--- src/rtl/ts_pkg.sv ---
// ts_pkg: shared constants and types for the MPEG-2 TS stream receiver.
//   TS_PKT_LEN   - transport packet length in bytes
//   TS_SYNC_BYTE - value of the first byte of every packet
//   TS_PID_W     - PID field width
//   TS_CC_W      - continuity-counter field width
//   ts_state_e   - alignment FSM states
package ts_pkg;
  localparam int         TS_PKT_LEN   = 188;
  localparam logic [7:0] TS_SYNC_BYTE = 8'h47;
  localparam int         TS_PID_W     = 13;
  localparam int         TS_CC_W      = 4;

  typedef enum logic [1:0] {
    HUNT   = 2'd0,
    VERIFY = 2'd1,
    LOCK   = 2'd2
  } ts_state_e;
endpackage

--- src/rtl/ts_header_parser.sv ---
// ts_header_parser: extracts TEI/PID from the 4-byte TS header of forwarded
// packets and, when built with TS_CC_CHECK_EN, checks continuity counters.
// Ports:
//   clk, rstn   - clock, asynchronous active-low reset
//   byte_in     - byte being accepted
//   byte_cnt    - position of byte_in within its packet (0..187)
//   accept      - byte_in is forwarded this cycle
//   in_lock     - alignment FSM currently in LOCK
//   pid, tei    - header fields of the current packet (registered)
//   pid_valid   - one-cycle pulse when pid/tei are updated (byte 2)
//   cc_err      - one-cycle pulse on continuity discontinuity (byte 3)
// Macro TS_CC_CHECK_EN: enables continuity tracking; otherwise cc_err is 0.
module ts_header_parser
  import ts_pkg::*;
(
  input  logic                clk,
  input  logic                rstn,
  input  logic [7:0]          byte_in,
  input  logic [7:0]          byte_cnt,
  input  logic                accept,
  input  logic                in_lock,
  output logic [TS_PID_W-1:0] pid,
  output logic                tei,
  output logic                pid_valid,
  output logic                cc_err
);

  logic [TS_PID_W-9:0] pid_hi_q, pid_hi_d;
  logic                tei_pend_q, tei_pend_d;
  logic [TS_PID_W-1:0] pid_q, pid_d;
  logic                tei_q, tei_d;
  logic                pid_valid_q, pid_valid_d;

  // Byte 1 is held until byte 2 so pid and tei change together with pid_valid.
  always_comb begin
    pid_hi_d    = pid_hi_q;
    tei_pend_d  = tei_pend_q;
    pid_d       = pid_q;
    tei_d       = tei_q;
    pid_valid_d = 1'b0;
    if (accept) begin
      case (byte_cnt)
        8'd1: begin
          pid_hi_d   = byte_in[TS_PID_W-9:0];
          tei_pend_d = byte_in[7];
        end
        8'd2: begin
          pid_d       = {pid_hi_q, byte_in};
          tei_d       = tei_pend_q;
          pid_valid_d = 1'b1;
        end
        default: ;
      endcase
    end
  end

  always_ff @(posedge clk or negedge rstn) begin
    if (!rstn) begin
      pid_hi_q    <= '0;
      tei_pend_q  <= 1'b0;
      pid_q       <= '0;
      tei_q       <= 1'b0;
      pid_valid_q <= 1'b0;
    end else begin
      pid_hi_q    <= pid_hi_d;
      tei_pend_q  <= tei_pend_d;
      pid_q       <= pid_d;
      tei_q       <= tei_d;
      pid_valid_q <= pid_valid_d;
    end
  end

  assign pid       = pid_q;
  assign tei       = tei_q;
  assign pid_valid = pid_valid_q;

`ifdef TS_CC_CHECK_EN
  logic [TS_PID_W-1:0] last_pid_q, last_pid_d;
  logic [TS_CC_W-1:0]  last_cc_q, last_cc_d;
  logic [TS_CC_W-1:0]  cc_exp;
  logic                last_vld_q, last_vld_d;
  logic                cc_err_q, cc_err_d;

  // last_vld gates the check so the first packet after (re)lock is never flagged.
  always_comb begin
    last_pid_d = last_pid_q;
    last_cc_d  = last_cc_q;
    last_vld_d = last_vld_q;
    cc_err_d   = 1'b0;
    cc_exp     = last_cc_q + 4'd1;
    if (!in_lock) begin
      last_pid_d = '0;
      last_cc_d  = '0;
      last_vld_d = 1'b0;
    end else if (accept && (byte_cnt == 8'd3)) begin
      if (last_vld_q && (pid_q == last_pid_q) && byte_in[4] &&
          (byte_in[TS_CC_W-1:0] != cc_exp)) begin
        cc_err_d = 1'b1;
      end
      last_pid_d = pid_q;
      last_cc_d  = byte_in[TS_CC_W-1:0];
      last_vld_d = 1'b1;
    end
  end

  always_ff @(posedge clk or negedge rstn) begin
    if (!rstn) begin
      last_pid_q <= '0;
      last_cc_q  <= '0;
      last_vld_q <= 1'b0;
      cc_err_q   <= 1'b0;
    end else begin
      last_pid_q <= last_pid_d;
      last_cc_q  <= last_cc_d;
      last_vld_q <= last_vld_d;
      cc_err_q   <= cc_err_d;
    end
  end

  assign cc_err = cc_err_q;
`else
  logic unused_in_lock;
  assign unused_in_lock = in_lock;
  assign cc_err         = 1'b0;
`endif

endmodule

--- src/rtl/ts_stream_receiver.sv ---
// ts_stream_receiver: reader end of the output FIFO. Acquires MPEG-2 TS
// packet alignment, forwards aligned bytes with start/end markers, parses
// the header and keeps sync-error / packet statistics.
// Ports:
//   rclk, rstn    - clock, asynchronous active-low reset
//   in_word       - {valid, sync, data[7:0]}; valid at bit DATA_WIDTH
//   locked        - FSM in LOCK
//   byte_out, byte_valid, pkt_start, pkt_end - forwarded byte stream
//   pid, pid_valid, tei, cc_err - header fields / continuity error
//   sync_err_cnt  - saturating boundary/stray-sync error count
//   pkt_cnt       - wrapping count of packets completed in LOCK
// Macro TS_CC_CHECK_EN (in ts_header_parser) enables continuity checking.
// All outputs are registered: one rclk after the accepted input byte.
module ts_stream_receiver
  import ts_pkg::*;
#(
  parameter int DATA_WIDTH    = 9,
  parameter int LOCK_THRESH   = 3,
  parameter int UNLOCK_THRESH = 2,
  parameter int CNT_WIDTH     = 16
) (
  input  logic                 rclk,
  input  logic                 rstn,
  input  logic [DATA_WIDTH:0]  in_word,
  output logic                 locked,
  output logic [7:0]           byte_out,
  output logic                 byte_valid,
  output logic                 pkt_start,
  output logic                 pkt_end,
  output logic [TS_PID_W-1:0]  pid,
  output logic                 pid_valid,
  output logic                 tei,
  output logic                 cc_err,
  output logic [CNT_WIDTH-1:0] sync_err_cnt,
  output logic [CNT_WIDTH-1:0] pkt_cnt
);

  localparam logic [7:0] LAST_IDX = 8'(TS_PKT_LEN - 1);
  localparam logic [7:0] LOCK_T   = 8'(LOCK_THRESH);
  localparam logic [7:0] UNLOCK_T = 8'(UNLOCK_THRESH);

  ts_state_e            state_q, state_d;
  logic [7:0]           byte_cnt_q, byte_cnt_d;
  logic [7:0]           good_q, good_d;
  logic [7:0]           miss_q, miss_d;
  logic [CNT_WIDTH-1:0] sync_err_cnt_q, sync_err_cnt_d;
  logic [CNT_WIDTH-1:0] pkt_cnt_q, pkt_cnt_d;
  logic [7:0]           byte_out_q, byte_out_d;
  logic                 byte_valid_q, byte_valid_d;
  logic                 pkt_start_q, pkt_start_d;
  logic                 pkt_end_q, pkt_end_d;

  logic       vld, sy, boundary, good_byte, serr_inc, fwd;
  logic [7:0] dat, cnt_next;

  always_comb begin
    vld       = in_word[DATA_WIDTH];
    sy        = in_word[8];
    dat       = in_word[7:0];
    boundary  = (byte_cnt_q == 8'd0);
    good_byte = sy && (dat == TS_SYNC_BYTE);
    cnt_next  = (byte_cnt_q == LAST_IDX) ? 8'd0 : byte_cnt_q + 8'd1;

    state_d    = state_q;
    byte_cnt_d = byte_cnt_q;
    good_d     = good_q;
    miss_d     = miss_q;
    serr_inc   = 1'b0;
    fwd        = 1'b0;

    if (vld) begin
      case (state_q)
        HUNT: begin
          if (good_byte) begin
            state_d    = VERIFY;
            byte_cnt_d = 8'd1;
            good_d     = 8'd1;
          end
        end
        VERIFY: begin
          if (boundary) begin
            if (good_byte) begin
              good_d     = good_q + 8'd1;
              byte_cnt_d = cnt_next;
              // The boundary that completes lock is forwarded as byte 0.
              if (good_q + 8'd1 == LOCK_T) begin
                state_d = LOCK;
                miss_d  = 8'd0;
                fwd     = 1'b1;
              end
            end else begin
              state_d    = HUNT;
              byte_cnt_d = 8'd0;
              good_d     = 8'd0;
              serr_inc   = 1'b1;
            end
          end else if (sy) begin
            state_d    = HUNT;
            byte_cnt_d = 8'd0;
            good_d     = 8'd0;
            serr_inc   = 1'b1;
          end else begin
            byte_cnt_d = cnt_next;
          end
        end
        LOCK: begin
          byte_cnt_d = cnt_next;
          fwd        = 1'b1;
          if (boundary) begin
            if (good_byte) begin
              miss_d = 8'd0;
            end else begin
              serr_inc = 1'b1;
              miss_d   = miss_q + 8'd1;
              // Losing lock on this byte suppresses its forwarding.
              if (miss_q + 8'd1 == UNLOCK_T) begin
                state_d    = HUNT;
                byte_cnt_d = 8'd0;
                miss_d     = 8'd0;
                good_d     = 8'd0;
                fwd        = 1'b0;
              end
            end
          end else if (sy) begin
            serr_inc = 1'b1;
          end
        end
        default: state_d = HUNT;
      endcase
    end

    byte_valid_d   = fwd;
    pkt_start_d    = fwd && boundary;
    pkt_end_d      = fwd && (byte_cnt_q == LAST_IDX);
    byte_out_d     = fwd ? dat : byte_out_q;
    pkt_cnt_d      = (fwd && (byte_cnt_q == LAST_IDX)) ? pkt_cnt_q + CNT_WIDTH'(1) : pkt_cnt_q;
    sync_err_cnt_d = (serr_inc && (sync_err_cnt_q != '1)) ? sync_err_cnt_q + CNT_WIDTH'(1)
                                                          : sync_err_cnt_q;
  end

  always_ff @(posedge rclk or negedge rstn) begin
    if (!rstn) begin
      state_q        <= HUNT;
      byte_cnt_q     <= '0;
      good_q         <= '0;
      miss_q         <= '0;
      sync_err_cnt_q <= '0;
      pkt_cnt_q      <= '0;
      byte_out_q     <= '0;
      byte_valid_q   <= 1'b0;
      pkt_start_q    <= 1'b0;
      pkt_end_q      <= 1'b0;
    end else begin
      state_q        <= state_d;
      byte_cnt_q     <= byte_cnt_d;
      good_q         <= good_d;
      miss_q         <= miss_d;
      sync_err_cnt_q <= sync_err_cnt_d;
      pkt_cnt_q      <= pkt_cnt_d;
      byte_out_q     <= byte_out_d;
      byte_valid_q   <= byte_valid_d;
      pkt_start_q    <= pkt_start_d;
      pkt_end_q      <= pkt_end_d;
    end
  end

  ts_header_parser u_hdr (
    .clk       (rclk),
    .rstn      (rstn),
    .byte_in   (dat),
    .byte_cnt  (byte_cnt_q),
    .accept    (fwd),
    .in_lock   (state_q == LOCK),
    .pid       (pid),
    .tei       (tei),
    .pid_valid (pid_valid),
    .cc_err    (cc_err)
  );

  assign locked       = (state_q == LOCK);
  assign byte_out     = byte_out_q;
  assign byte_valid   = byte_valid_q;
  assign pkt_start    = pkt_start_q;
  assign pkt_end      = pkt_end_q;
  assign sync_err_cnt = sync_err_cnt_q;
  assign pkt_cnt      = pkt_cnt_q;

endmodule

--- config.mk ---
export PLATFORM = sky130hd
export DESIGN_NAME = ts_stream_receiver
export DESIGN_NICKNAME = d
export VERILOG_FILES = /design/src/rtl/ts_pkg.sv /design/src/rtl/ts_header_parser.sv /design/src/rtl/ts_stream_receiver.sv
export SDC_FILE = /design/constraint.sdc
export NUM_CORES = 1
export LEC_CHECK = 0
export CORE_ASPECT_RATIO = 1.1
export CORE_MARGIN = 2
export CORE_UTILIZATION = 54
export CTS_CLUSTER_SIZE = 28
export DETAILED_ROUTE_END_ITERATION = 12
export MAX_ROUTING_LAYER = met4
export PLACE_DENSITY = 0.9
export SLEW_MARGIN = 30
export SYNTH_ARGS = -nofsm -noshare
export SYNTH_HDL_FRONTEND = slang
export SYNTH_SLANG_ARGS = --single-unit
--- constraint.sdc ---
create_clock -name rclk -period 3.8 [get_ports rclk]
set_input_delay 0.76 -clock rclk [delete_from_list [all_inputs] [get_ports rclk]]
set_output_delay 0.76 -clock rclk [all_outputs]
set_load 0.01 [all_outputs]
# Word-level counts from Yosys, hierarchy flattened

Cells that the tools add are included.

Add/sub/neg operators: 5
Eq/ne operators: 18
Muxes and demuxes: 47
Reductions and logical operators: 15

Operators with widths:

| operator              | number |
|---|---|
| $mux 8                | 20 |
| $pmux 8 s3            | 2 |
| $add 16x1->16 const B | 2 |
| $add 8x1->8 const B   | 3 |
| $eq 8x2->1 const B    | 3 |
| $mux 2                | 8 |
| $ne 16x16->1 const B  | 1 |
| $pmux 8 s2            | 1 |
| $mux 1                | 14 |
| $reduce_and 7->1      | 2 |
| $ne 2x2->1 const B    | 5 |
| $eq 8x1->1 const B    | 1 |
| $eq 8x7->1 const B    | 1 |
| $eq 8x8->1 const B    | 1 |
| $logic_not 8->1       | 1 |
| $pmux 2 s3            | 1 |
| $reduce_and 6->1      | 1 |
| $logic_and 1x1->1     | 4 |
| $ne 2x1->1 const B    | 2 |
| $ne 4x4->1 const B    | 1 |
| $reduce_and 2->1      | 2 |
| $ne 3x3->1 const B    | 1 |
| $reduce_and 3->1      | 1 |
| $reduce_bool 3->1     | 1 |
| 6 further kinds       | 6 |

Flip-flop bits (word level): 90
Output and inout bits: 60
Word-level logic and storage cells: 100

# Longest topological paths before layout

Gate-level depths: netlist of the first run.

Depth in word-level cells: 8
Mapped depth: 11
Depth with buffers taken out: 9

# By module

From an unflattened synthesis of the first run, not the netlist that was laid out.

Cell total of the unflattened synthesis: 413
Area total of the unflattened synthesis: 4611.9 um2

Modules (own cells, without submodules):

| module             | instances | cells each | area each (um2) | seq. area each (um2) |
|---|---|---|---|---|
| ts_stream_receiver | 1         | 364        | 3728.6          | 1726.7 |
| ts_header_parser   | 1         | 49         | 883.3           | 525.5 |

# Least setup slack after synthesis of the first run

Ideal clock, no wire load.

Kind: input port to flip-flop
Start point: input in_word[5]
End point: register u_hdr.pid_q[10] (netlist: u_hdr.pid[10])
Arrival time: 2917 ps
Required time: 3672 ps
Setup slack: 756 ps
Stages: 8
Cell sequence: or4b_4 > or4_4 > buf_6 > nor3_2 > a31oi_2 > nand3b_4 > buf_2 > mux2_1

Word-level cells in the longest chain between the ends: 7
Elaborated cells between the ends (all ways): 9
Those cells by class: eq/ne: 1; mux: 6; reduce/logical: 2

RTL lines:

| what                                  | line                                                | text |
|---|---|---|
| from (decl)                           | ts_stream_receiver.sv:24                            | `input logic [DATA_WIDTH:0] in_word,` |
| $eq 8x7->1 (*)                        | ts_stream_receiver.sv:61                            | `good_byte = sy && (dat == TS_SYNC_BYTE);` |
| $logic_and 1x1->1 (*)                 | ts_stream_receiver.sv:61                            |  |
| $mux 1 (on tied branches)             | ts_stream_receiver.sv:110, ts_stream_receiver.sv:82 |  |
| $mux 1 (on tied branches)             | ts_stream_receiver.sv:109, ts_stream_receiver.sv:81 |  |
| $pmux 1 s2 (*)                        | ts_stream_receiver.sv:72                            | `case (state_q)` |
| $mux 1 (*)                            | ts_stream_receiver.sv:71                            | `if (vld) begin` |
| $reduce_and 2->1 (no source line) (*) | --                                                  |  |
| to (signal assigned)                  | ts_header_parser.sv:67                              | `pid_q <= pid_d;` |
| to (decl)                             | ts_header_parser.sv:30                              | `logic [TS_PID_W-1:0] pid_q, pid_d;` |

Mark *: on every way between the ends. The rest lies on a longest branch, timed or not.
A chain may end at the register's enable or synchronous reset.

# Final worst setup path of the first run

Start point: input in_word[2]
End point: register u_hdr.pid_hi_q[0]

Word-level cells in the longest chain between the ends: 7
Elaborated cells between the ends (all ways): 9
Those cells by class: eq/ne: 1; mux: 6; reduce/logical: 2

RTL lines:

| what                                  | line                                                | text |
|---|---|---|
| $eq 8x7->1 (*)                        | ts_stream_receiver.sv:61                            |  |
| $logic_and 1x1->1 (*)                 | ts_stream_receiver.sv:61                            |  |
| $mux 1 (on tied branches)             | ts_stream_receiver.sv:110, ts_stream_receiver.sv:82 |  |
| $mux 1 (on tied branches)             | ts_stream_receiver.sv:109, ts_stream_receiver.sv:81 |  |
| $pmux 1 s2 (*)                        | ts_stream_receiver.sv:72                            |  |
| $mux 1 (*)                            | ts_stream_receiver.sv:71                            |  |
| $reduce_and 2->1 (no source line) (*) | --                                                  |  |
| to (signal assigned)                  | ts_header_parser.sv:65                              | `pid_hi_q <= pid_hi_d;` |
| to (decl)                             | ts_header_parser.sv:28                              | `logic [TS_PID_W-9:0] pid_hi_q, pid_hi_d;` |

Marks and branches as above.

==> results.yml, run 1 <==
status:
  status: "finished clean"
clock_tree:
  path_clk_slew_ns: 0.10
  tritoncts: "yes"
  cts_resized: 0
  root_buffer: "clkbuf_8"
  htreeDepth: 3
  clkSinkCount: 90
  worstSkewPairLatency_ns: 0.37
  cts_buffers: 9
  cts_hold_buffers: 0
  cts_setup_buffers: 0
  cts_buffer_depth: 2
placed_design:
  pre_cts_ws_ns: 0.111
  dp_hpwl_um: 7090
  gp_congestion: 0.897
  port_buffers: 70
  dpl.cell_count: 607
yosys:
  synth.avg_cell_area_um2: 10.6
  async_flop_share_pct: 100
  yosys.area.top_type: "dfrtp_1"
  synthSimpleGateAreaFrac_pct: 20.1
  netlist_area_um2: 4570
  synth_warnings: 0
  synth_compound_area_share_pct: 9.56
  syn_nets: 457
  synth_top_family_by_area: "simple AND/OR/NAND/NOR gates"
  synth-edff-count: 0
  synth_top_area_share_pct: 49.3
  synth-xor-area-share_pct: 6.14
  synthDistinctLibCells: 57
  synthFlopType: "dfrtp_1"
  synthAdderAreaFrac_pct: 3.84
  synth_area_leaders: "dfrtp_1 49%, mux2_2 5.4%, ha_1 3.8%"
  muxShareOfSynthArea_pct: 7.62
  seq_area_frac_synth_pct: 49.3
  netlist_instances: 431
  synth_seq_cells: 90
power:
  worst_ir_drop_vdd_v: 0.000366
  p_leak_uw: 0.00259
  powerDensity_nw_per_um2: 426
sta:
  final-setup-viol-count: 0
  slew_viol_final: 0
  skew_ns: 0.0139
  fin_crit_sh_pct: 87.1
  holdWs_ns: 0.401
  slew-limit-headroom_pct: 54.2
  tns_ns: 0
  fin_ws_ns: 0.490
  rsz0062_at_grt: "false"
  fin_crit_ns: 3.31
  tightest_slew_ns: 0.687
  clock.fmax_ghz: 0.302
  hold_viol: 0
floorplanning:
  core_um2: 8280
  rows: 35
  pin_count: 72
  die_area_um2: 9210
  die-width_um: 91.7
  start_util_pct: 55.2
  die_h_um: 100
setup_path:
  r2r_start: "miss_q[0]"
  critPathCaptureType: "register"
  slowest_stage: "or4_4"
  r2r-end: "u_hdr.pid[9]"
  worst-r2r-cell-count: 8
  ff2ff_setup_slack_ns: 0.52
  required_ns: 4.05
  path_max_fanout: 12
  cpPeakStageDelay_ns: 0.56
  cp-startpoint: "in_word[2]"
  worstSetupPathType: "in2reg"
  path_cells: "clkdlybuf4s50_1 -> or4b_4 -> or4_4 -> nor3_2 -> a31oi_2 -> nand3b_1 -> mux2_2"
  crit_path_start_kind: "primary input"
  critPathArrivalTime_ns: 3.56
routing:
  post_drt_via_cell_ratio: 5.92
  dr.first_iter.drc_count: 204
  wl_um: 10100
  vias: 3689
  dr.pass1.iters: 4
  ant_nets: 0
  wl_per_cell_um: 16.3
  remaining_drc_errors: 0
cells_and_area:
  layout-drive-gt1-share_pct: 13.1
  instances_no_fill: 623
  nets: 533
  antenna_cells: 0
  syn2layout_area_growth_pct: 22.9
global_routing:
  grt_usage_pct: 23.6
  antenna_found_initial: 0
  grt_pass1_wl_um: 16800
  grt-ovfl-total: 0
  grt_max_degree: 80
  grt_pass1_vias: 3538
flow_run:
  cap_violations: 0
min_path:
  hold_path.class: "in2async"
## layout by cell type, fill, tap and decap left out, types with 3 or more instances in the layout
master / netlist / layout
or3_1: 3 / 3
xor2_1: 19 / 19
a22o_1: 6 / 6
xnor2_1: 13 / 13
mux2_2: 22 / 22
clkdlybuf4s50_1: 0 / 69
o31ai_1: 5 / 5
a31oi_1: 5 / 5
a21oi_1: 4 / 4
clkbuf_8: 0 / 9
nor4_1: 5 / 5
and2_1: 3 / 3
or4_1: 3 / 3
o21ai_0: 25 / 25
and4_1: 4 / 4
and3_1: 12 / 12
o41ai_1: 4 / 4
buf_4: 1 / 10
nor2b_1: 5 / 5
mux2_1: 8 / 8
ha_1: 14 / 14
dfrtp_1: 90 / 90
inv_1: 19 / 19
nand2_1: 31 / 31
nor4_2: 6 / 6
nand3_1: 33 / 33
nor2_1: 30 / 30
nor3_1: 7 / 7
nand4_1: 7 / 7
## layout make-up
| class | instances | area [um^2] |
|---|---|---|
| clock buffers | 9 | 124 |
| clock inverters | 7 | 87.6 |
| fillers | 583 | 2660 |
| inverters | 19 | 71.3 |
| multi-input cells | 307 | 2160 |
| flip-flops and latches | 90 | 2250 |
| well taps | 111 | 139 |
| repair buffers | 80 | 777 |
## power by group
group	switching [uW]	leakage, uW	internal, uW
Sequential	92.9	0.00123	1050
Clock	371	0.000105	317
Combinational	292	0.00125	268
## flip-flops by register name, indices dropped and copies added, names as in the netlist, 2 cells and up
name,cells
byte_out,8
miss_q,8
state_q,2
good_q,8
pkt_cnt,16
u_hdr.pid_hi_q,5
byte_cnt_q,8
u_hdr.pid,13
sync_err_cnt,16
## how the worst max path moves through the flow
stage | to | slack, ns | cells after the start
floorplan | u_hdr.pid[10] | 0.76 | 8
global placement | pkt_cnt[7] | 0.16 | 8
detailed placement | pkt_cnt[15] | 0.11 | 8
CTS | u_hdr.pid_hi_q[0] | 0.51 | 7
global route | u_hdr.pid[9] | 0.33 | 8
finish | u_hdr.pid_hi_q[0] | 0.49 | 7
## cells by family (layout without fill, tap and decap cells)
logic type,count (synthesis),after routing
buffers and inverters,34,115
other,1,1
adders and majority gates,14,14
muxes,31,31
AOI/OAI and AO/OA,65,65
xor gates and xnor gates,32,32
DFF,90,90
and+or+nand+nor,164,164
## through the flow
stage	instance area [um^2]	total power, uW	util [%]
floorplan	4570	1450	-
global placement	5400	1680	65.2
detailed placement	5400	1720	65.2
CTS	5610	2410	67.8
global route	5610	2510	67.8
finish	5610	2390	67.8
## synthesized netlist by cell type (3+ instances only)
| master | number |
|---|---|
| and2_1 | 3 |
| nor2_1 | 30 |
| xor2_1 | 19 |
| a21oi_1 | 4 |
| ha_1 | 14 |
| mux2_1 | 8 |
| dfrtp_1 | 90 |
| xnor2_1 | 13 |
| nand2_1 | 31 |
| nand4_1 | 7 |
| nor4_2 | 6 |
| and4_1 | 4 |
| nor2b_1 | 5 |
| clkbuf_1 | 7 |
| buf_2 | 4 |
| mux2_2 | 22 |
| a31oi_1 | 5 |
| inv_1 | 19 |
| o21ai_0 | 25 |
| nor3_1 | 7 |
| or4_1 | 3 |
| nor4_1 | 5 |
| a22o_1 | 6 |
| and3_1 | 12 |
| o31ai_1 | 5 |
| or3_1 | 3 |
| o41ai_1 | 4 |
| nand3_1 | 33 |
## per-layer routing
metal | global-route usage (%) | vias to the layer above | wire, um
li1 | - | 1693 | -
met4 | 8.74 | 0 | 193
met3 | 5.16 | 18 | 486
met5 | - | - | 0
met1 | 29.8 | 1862 | 4390
met2 | 37.8 | 116 | 5080
## worst max-delay path, delay by kind of cell
| kind | cells | cell delay (ns) |
|---|---|---|
| mux | 1 | 0.37 |
| simple gates | 4 | 1.64 |
| buf+inv | 1 | 0.53 |
| compound gates | 1 | 0.27 |
Note: power is estimated with default switching activity, not from simulation.
==> run 2, diff against run 1 <==
--- a/config.mk
+++ b/config.mk
@@ -7,11 +7,11 @@
 export LEC_CHECK = 0
 export CORE_ASPECT_RATIO = 1.1
 export CORE_MARGIN = 2
-export CORE_UTILIZATION = 54
+export CORE_UTILIZATION = 40
 export CTS_CLUSTER_SIZE = 28
 export DETAILED_ROUTE_END_ITERATION = 12
 export MAX_ROUTING_LAYER = met4
-export PLACE_DENSITY = 0.9
+export PLACE_DENSITY = 0.72
 export SLEW_MARGIN = 30
 export SYNTH_ARGS = -nofsm -noshare
 export SYNTH_HDL_FRONTEND = slang
==> run 2 against run 1 <==
Effect of this change: register-to-register slack gained 0.33 ns; setup slack better by 0.072 ns; via count decreased by 3.8%.
==> results.yml, run 2 (synthesized netlist as in run 1, its figures left out) <==
sta:
  hold_viol: 0
  tns_ns: 0
  tightest_slew_ns: 0.735
  slew-limit-headroom_pct: 51.0
  clock.fmax_ghz: 0.309
  skew_ns: 0.00859
  fin_crit_ns: 3.24
  rsz0062_at_grt: "false"
  fin_crit_sh_pct: 85.2
  slew_viol_final: 0
  final-setup-viol-count: 0
global_routing:
  grt-ovfl-total: 0
  grt_pass1_vias: 3469
  grt_max_degree: 83
  antenna_found_initial: 0
  grt_pass1_wl_um: 17000
  grt_usage_pct: 17.7
power:
  fin_total_pwr_uw: 2520
  p_leak_uw: 0.00262
  worst_ir_drop_vdd_v: 0.000306
  powerDensity_nw_per_um2: 440
cells_and_area:
  layout-drive-gt1-share_pct: 13.1
  antenna_cells: 0
  n_fill_cell: 983
  syn2layout_area_growth_pct: 25.6
  nets: 534
  instances_no_fill: 660
  postLayoutCellArea_um2: 5730
  final_common_cell: "dfrtp_1"
  final_cell_mix: "90 x dfrtp_1, 69 x clkdlybuf4s50_1, 33 x nand3_1"
routing:
  dr.first_iter.drc_count: 189
  vias: 3547
  wl_um: 9980
  post_drt_via_cell_ratio: 5.37
  ant_nets: 0
  wl_per_cell_um: 15.1
  dr.pass1.iters: 5
  remaining_drc_errors: 0
clock_tree:
  tritoncts: "yes"
  cts_buffers: 9
  cts_resized: 0
  htreeDepth: 3
  root_buffer: "clkbuf_16"
  cts_setup_buffers: 0
  path_clk_slew_ns: 0.07
  clkSinkCount: 90
  cts_buffer_depth: 2
  cts_hold_buffers: 0
  worstSkewPairLatency_ns: 0.34
setup_path:
  critPathCaptureType: "register"
  slowest_stage: "or4_4"
  r2r-end: "u_hdr.pid_hi_q[2]"
  cpPeakStageDelay_ns: 0.56
  critPathArrivalTime_ns: 3.50
  worstSetupPathType: "in2reg"
  ff2ff_setup_slack_ns: 0.85
  r2r_start: "miss_q[0]"
  path_cells: "clkdlybuf4s50_1 -> or4b_4 -> or4_4 -> nor3_2 -> a31oi_2 -> buf_4 -> nor4_1 -> xor2_1"
  path_max_fanout: 12
  required_ns: 4.06
  crit_path_start_kind: "primary input"
  worst-r2r-cell-count: 9
placed_design:
  postPlaceCellArea_um2: 5450
  dpl.cell_count: 644
  gp_congestion: 0.874
  port_buffers: 70
  dp_hpwl_um: 7020
status:
  status: "finished clean"
min_path:
  hold_path.class: "in2async"
floorplanning:
  pin_count: 72
  die_area_um2: 12300
  rows: 40
  die_h_um: 116
  core_um2: 11000
  die-width_um: 106
  start_util_pct: 41.5
flow_run:
  cap_violations: 0
-- run 2: cell types whose count changed in the layout (fill, tap and decap cells not counted) --
cell / before / now
inv_8: 1 / 0
clkinvlp_4: 1 / 2
bufinv_16: 1 / 0
clkbuf_16: 0 / 9
clkbuf_1: 0 / 1
clkbuf_8: 9 / 1
buf_4: 10 / 11
clkinv_8: 1 / 0
-- run 2: per-layer routing --
metal | part of all wire [%] | routed length, um | track usage, %
met1 | 45 | 4490 | 22.5
met3 | 4.7 | 469 | 4.78
met4 | 1.3 | 127 | 5.70
met5 | 0 | 0 | -
met2 | 49 | 4890 | 27.8
-- run 2: worst max-delay path: cells and delay by family --
| family | cells | cell delay, ns |
|---|---|---|
| xor gates and xnor gates | 1 | 0.18 |
| and+or+nand+nor | 4 | 1.59 |
| AOI/OAI and AO/OA | 1 | 0.20 |
| buffers and inverters | 2 | 0.77 |
-- run 2: layout make-up --
class	instances	area (um^2)	area share [%]
Sequential cell	90	2250	39.3
Multi-Input combinational cell	307	2160	37.7
Timing Repair Buffer	81	785	13.7
Clock buffer	11	243	4.23
Tap cell	147	184	3.21
Inverter	19	71.3	1.24
Clock inverter	5	37.5	0.655
-- run 2: per-stage QoR --
step	hold slack (ns)	util, %	setup WS (ns)
after floorplan	0.452	-	0.756
final	0.449	52.1	0.562
after detailed placement	0.459	49.5	0.179
after CTS	0.476	52.1	0.521
after global placement	0.457	49.5	0.286
after global routing	0.487	52.1	0.399
-- run 2: where the power goes --
part,internal [uW],switching [uW],total [uW]
Sequential,1050,88.8,1140
Combinational,264,277,541
Clock,465,376,840
Total,1780,742,2520
-- run 2: worst max-delay path by stage --
stage	from	endpoint	slack (ns)	cells past startpoint
2_1_floorplan	in_word[5]	u_hdr.pid[10]	0.76	8
3_3_place_gp	in_word[4]	pkt_cnt[15]	0.29	8
3_5_place_dp	in_word[2]	pkt_cnt[13]	0.18	8
4_1_cts	in_word[2]	pkt_cnt[13]	0.52	8
5_1_grt	in_word[4]	pkt_cnt[13]	0.40	8
6_report	in_word[2]	pkt_cnt[13]	0.56	8
